[src/rtl/fetch_unit.sv]
// Instruction-fetch stage: owns the PC, addresses instruction memory and
// captures the returned word into the IF/ID register.
module fetch_unit #(
    parameter int          ADDR_W   = 6,
    parameter logic [31:0] RESET_PC = 32'h0000_0000
) (
    input  logic              clk,
    input  logic              reset,
    output logic [ADDR_W-1:0] imem_a,
    input  logic [31:0]       imem_rd,
    input  logic              stall,
    input  logic              flush,
    input  logic              branch_taken,
    input  logic [31:0]       branch_target,
    input  logic              jump,
    input  logic [31:0]       jump_target,
    output logic [31:0]       pc,
    output logic [31:0]       id_instr,
    output logic [31:0]       id_pc_plus4,
    output logic              id_valid,
    output logic              fault,
    output logic [15:0]       fetch_count
);

    logic [31:0] pc_q, pc_d;
    logic [31:0] instr_q, instr_d;
    logic [31:0] pcp4_q, pcp4_d;
    logic        valid_q, valid_d;
    logic        fault_q, fault_d;
    logic [15:0] cnt_q, cnt_d;

    logic [31:0] pc_plus4;
    logic        in_range;
    logic        redirect;
    logic        squash;

    assign pc_plus4 = pc_q + 32'd4;
    assign in_range = (pc_q[1:0] == 2'b00)
                   && (pc_q[31:ADDR_W+2] == '0);
    assign redirect = jump | branch_taken;
    assign squash   = redirect | flush;
    assign imem_a   = pc_q[ADDR_W+1:2];

    always_comb begin
        pc_d    = pc_q;
        instr_d = instr_q;
        pcp4_d  = pcp4_q;
        valid_d = valid_q;
        fault_d = fault_q;
        cnt_d   = cnt_q;

        if (fault_q) begin
            valid_d = 1'b0;
            instr_d = 32'h0;
        end else if (squash) begin
            // A redirect overrides stall; a bare flush advances unless stalled.
            valid_d = 1'b0;
            instr_d = 32'h0;
            if (jump)
                pc_d = jump_target;
            else if (branch_taken)
                pc_d = branch_target;
            else if (!stall)
                pc_d = pc_plus4;
        end else if (stall) begin
            pc_d = pc_q;
        end else if (in_range) begin
            pc_d    = pc_plus4;
            instr_d = imem_rd;
            pcp4_d  = pc_plus4;
            valid_d = 1'b1;
            if (cnt_q != 16'hFFFF)
                cnt_d = cnt_q + 16'd1;
        end else begin
            fault_d = 1'b1;
            valid_d = 1'b0;
            instr_d = 32'h0;
        end
    end

    always_ff @(posedge clk) begin
        if (reset) begin
            pc_q    <= RESET_PC;
            instr_q <= 32'h0;
            pcp4_q  <= 32'h0;
            valid_q <= 1'b0;
            fault_q <= 1'b0;
            cnt_q   <= 16'h0;
        end else begin
            pc_q    <= pc_d;
            instr_q <= instr_d;
            pcp4_q  <= pcp4_d;
            valid_q <= valid_d;
            fault_q <= fault_d;
            cnt_q   <= cnt_d;
        end
    end

    assign pc          = pc_q;
    assign id_instr    = instr_q;
    assign id_pc_plus4 = pcp4_q;
    assign id_valid    = valid_q;
    assign fault       = fault_q;
    assign fetch_count = cnt_q;

endmodule

[config.mk]
export PLATFORM = sky130hd
export DESIGN_NAME = fetch_unit
export DESIGN_NICKNAME = d
export VERILOG_FILES = /design/src/rtl/fetch_unit.sv
export SDC_FILE = /design/constraint.sdc
export NUM_CORES = 1
export LEC_CHECK = 0
export BUFFER_PORTS_ARGS = -buffer_cell sky130_fd_sc_hd__buf_2
export CORE_MARGIN = 2
export CORE_UTILIZATION = 44
export DETAILED_ROUTE_END_ITERATION = 10
export GPL_ROUTABILITY_DRIVEN = 0
export GPL_TIMING_DRIVEN = 0
export PLACE_DENSITY_LB_ADDON = 0.05
export SKIP_LAST_GASP = 1
export SLEW_MARGIN = 20
export SYNTH_ARGS = -nofsm -noshare
export SYNTH_HDL_FRONTEND = slang
export SYNTH_SLANG_ARGS = --single-unit
[constraint.sdc]
create_clock -name clk -period 1.69 [get_ports clk]
set_input_delay 0.338 -clock clk [delete_from_list [all_inputs] [get_ports clk]]
set_output_delay 0.338 -clock clk [all_outputs]
set_load 0.05 [all_outputs]
==> results by group <==
Worst setup path
  – Setup CP Type: reg2reg
  – Setup crit start: pc[31]$_SDFFE_PP0P_
  – CP dominant cell by count: buf_6
  – Critical Path RT: 2.02 ns
  – Arrival time at the worst endpoint: 2.42 ns
  – Crit path max-delay family: simple AND/OR/NAND/NOR gates
  – Startpoint types: flip-flop
  – CP Capture Type: flip-flop
  – Internal reg-to-reg setup slack: -0.40 ns
  – Buffers & Inverters on Critical Path: 3
  – Reg2reg end: pc[25]$_SDFFE_PP0P_
  – Max stage delay on crit path: 0.36 ns
  – Critical-path top delay cell: dfxtp_2
  – Reg2reg start: pc[31]$_SDFFE_PP0P_
  – CP max FO: 9
  – Worst r2r path cells: 9
  – CP Cell Sequence: nor4_4 -> nand4_2 -> buf_6 -> or2_4 -> a21boi_4 -> buf_12 -> buf_6 -> o211ai_1 -> a21oi_1

STA
  – Fin. max-slew vios: 0
  – Clock period minus worst slack: 2.09 ns
  – Setup Viol. Count Final: 112
  – Clk_skew: 0.00871 ns
  – Rel. slew slack: 0.512
  – Final worst setup slack: -0.398 ns
  – Hold Violations, Final: 0
  – Fin crit share: 1.24
  – Unrepaired setup endpoints after global routing: yes
  – Worst-Margin Slew: 0.729 ns
  – Max Freq: 0.479 GHz

Placed design
  – Post-DP HPWL: 13,500 um
  – Buffers added on ports: 220
  – Dpl cell area: 0.00680 mm^2
  – Placed Cells: 1,015

Synth
  – Cells after Synth: 648
  – Cell area after synthesis: 0.00533 mm^2
  – Synth cell count leaders: dfxtp_1 (114), a21oi_1 (76), nand2_1 (67), nor2_1 (52), clkbuf_1 (38)
  – Post-synthesis register bit count: 114
  – Top post-synthesis cells by area: dfxtp_1 (43%), a21oi_1 (7.1%), nand2_1 (4.7%)
  – Yosys top cell by area: dfxtp_1
  – EDFF count, synth: 0
  – Synth Net Count: 752
  – Synth cell types: 54
  – Top FF cell, synth: dfxtp_1
  – Most common cell in the netlist: dfxtp_1
  – Synth warnings: 0
  – Ys async rst share: 0
  – Register area share after synthesis: 0.428
  – Share of the synthesized area in the top cell type: 0.428
  – Syn avg cell area: 8.22 um^2

Detailed routing
  – Drt pass-1 iters: 5
  – Drt total wl: 19,800 um
  – Vias per inst: 5.69
  – DR iter-0 viols: 500
  – DRC violations left: 0
  – Wire length per cell: 18.2 um
  – DR vias: 6,192
  – Post-route ant nets: 0

Pwr
  – Maximum VDD drop: 711 uV
  – Power per standard cell area: 954 mW/mm^2
  – Static Leak: 3.58 nW

Die
  – Die Height: 114 um
  – Die width: 114 um
  – Top Ports: 222
  – FP Rows: 40
  – Core area: 0.0119 mm^2
  – Initial Util: 0.447
  – Die area: 0.0130 mm^2

Clock tree
  – Clk buf depth: 2
  – Num CTS Buffers: 17
  – TritonCTS clock tree: built
  – CTS sink cnt: 114
  – Hold_buf cts: 0
  – Worst-path clk slew: 0.06 ns
  – Clock Latency Late Sink: 0.41 ns
  – Root Buffer: clkbuf_16
  – H-tree levels: 4

Global routing
  – Total GRT Usage: 0.294
  – Vias in the first global route: 5,894
  – First-pass GRT wire length: 29,700 um
  – Largest net degree at the start of global routing: 17
  – Initial antenna violation count: 0
  – Gr ovfl total: 0

Cells and area
  – Area growth from synthesis to layout: 53.4%
  – Net total in the final layout: 1,033
  – Antenna fix cells: 0
  – Non-Filler Instances: 1,089
  – Post-route cell area: 0.00818 mm^2
  – Share of cells above drive strength 1: 0.430

Run status
  – Status: complete, but fails checks
  – Failing checks: setup timing

Min path
  – Hold Path Cell Cnt: 3
  – Hold Crit Class: in2reg
  – Min-Delay Startpoint: jump_target[10]
  – Hold endpoint: pc[10]$_SDFFE_PP0P_

Run
  – Max-Cap Viols: 0
## logic make-up (layout without fill, tap and decap cells)
logic type               Yosys count  count (layout)  share of synthesized area
multiplexers                       4               4                    0.00751
AO/OA/AOI/OAI                    177             177                      0.203
buffers and inverters             62             356                     0.0524
adder cells (fa/ha/maj)            2               2                    0.00470
flip-flops                       114             114                      0.428
AND/OR/NAND/NOR                  267             267                      0.268
XOR/XNOR                          22              22                     0.0362
## per-layer routing
layer	vias to the layer above	global-route usage	wire length (um)
li1	2892	-	-
met1	2895	0.354	7990
met2	345	0.490	9420
met3	60	0.0746	1740
met4	0	0.140	652
met5	-	0	0
## final cells by class
class / count / area, um^2
Tap cell: 147 / 184
Buffer: 52 / 393
Fill cell: 977 / 3730
Multi-Input combinational cell: 472 / 3050
Clock buffer: 18 / 439
Inverter: 8 / 30.0
Sequential cell: 114 / 2350
Timing Repair Buffer: 264 / 1560
Clock inverter: 14 / 171
## sequential cells by signal, indices dropped and copies added, names as in the netlist
signal       count
fault            1
fetch_count     16
id_instr        32
id_pc_plus4     32
id_valid         1
pc              32
## power by group
part	switching (mW)	leakage [nW]	internal (mW)
clock network	1.42	0.298	2.27
registers	0.148	0.941	2.77
logic	0.751	2.34	0.447
## worst register-to-register path: cells and delay by family, from the launching register on
family / cells / cell delay (ns)
compound gates: 3 / 0.44
simple gates: 3 / 0.75
flops: 1 / 0.36
buf+inv: 3 / 0.45
## timing repair
action	4_1_cts	5_1_grt
pin swaps	14	29
buffers inserted	22	12
gates cloned	8	2
gates resized for setup	58	35
endpoints found under the setup margin	114	114
## how the worst max path moves through the flow
stage	endpoint	slack, ns	cells after the start
6_report	pc[25]$_SDFFE_PP0P_	-0.40	9
2_1_floorplan	pc[26]$_SDFFE_PP0P_	-0.27	7
5_1_grt	pc[31]$_SDFFE_PP0P_	-0.47	9
3_3_place_gp	pc[4]$_SDFFE_PP0P_	-0.68	7
3_5_place_dp	pc[4]$_SDFFE_PP0P_	-0.78	7
4_1_cts	pc[25]$_SDFFE_PP0P_	-0.34	6
## layout by cell type (no fill, tap or decap), types with 4 or more instances in the layout
cell type	netlist	final
buf_2	4	220
dfxtp_1	114	77
a21oi_1	76	66
nand2_1	67	65
nor2_1	52	48
buf_4	11	34
nand3b_1	32	32
clkbuf_1	38	28
and2_1	28	28
dfxtp_2	0	28
clkbuf_16	0	21
nand4_1	18	18
o21ai_0	24	17
nand3_1	23	16
xor2_1	16	15
o211ai_1	14	14
o21ai_1	8	13
buf_6	0	12
and3_1	14	12
a211oi_1	12	10
a21oi_2	0	10
o31ai_1	9	9
dfxtp_4	0	9
nor4_4	1	8
a31oi_1	8	8
nand3_2	0	7
clkbuf_8	0	7
xnor2_1	6	6
inv_1	6	6
buf_8	0	5
nor3_1	7	5
mux2i_1	4	4
o21a_1	4	4
clkinv_4	0	4
inv_6	0	4
buf_12	0	4
## through the flow
stage | hold slack [ns] | power (mW) | utilization | setup TNS [ns] | setup WS [ns]
finish | 0.185 | 7.80 | 0.686 | -29.46 | -0.398
global route | 0.191 | 8.03 | 0.686 | -36.02 | -0.467
CTS | 0.169 | 7.78 | 0.664 | -18.82 | -0.342
detailed placement | 0.438 | 3.99 | 0.571 | -47.08 | -0.781
global placement | 0.436 | 3.98 | 0.571 | -43.57 | -0.676
floorplan | 0.495 | 3.62 | - | -12.71 | -0.266
No activity file was read; power rests on OpenSTA's default activity.
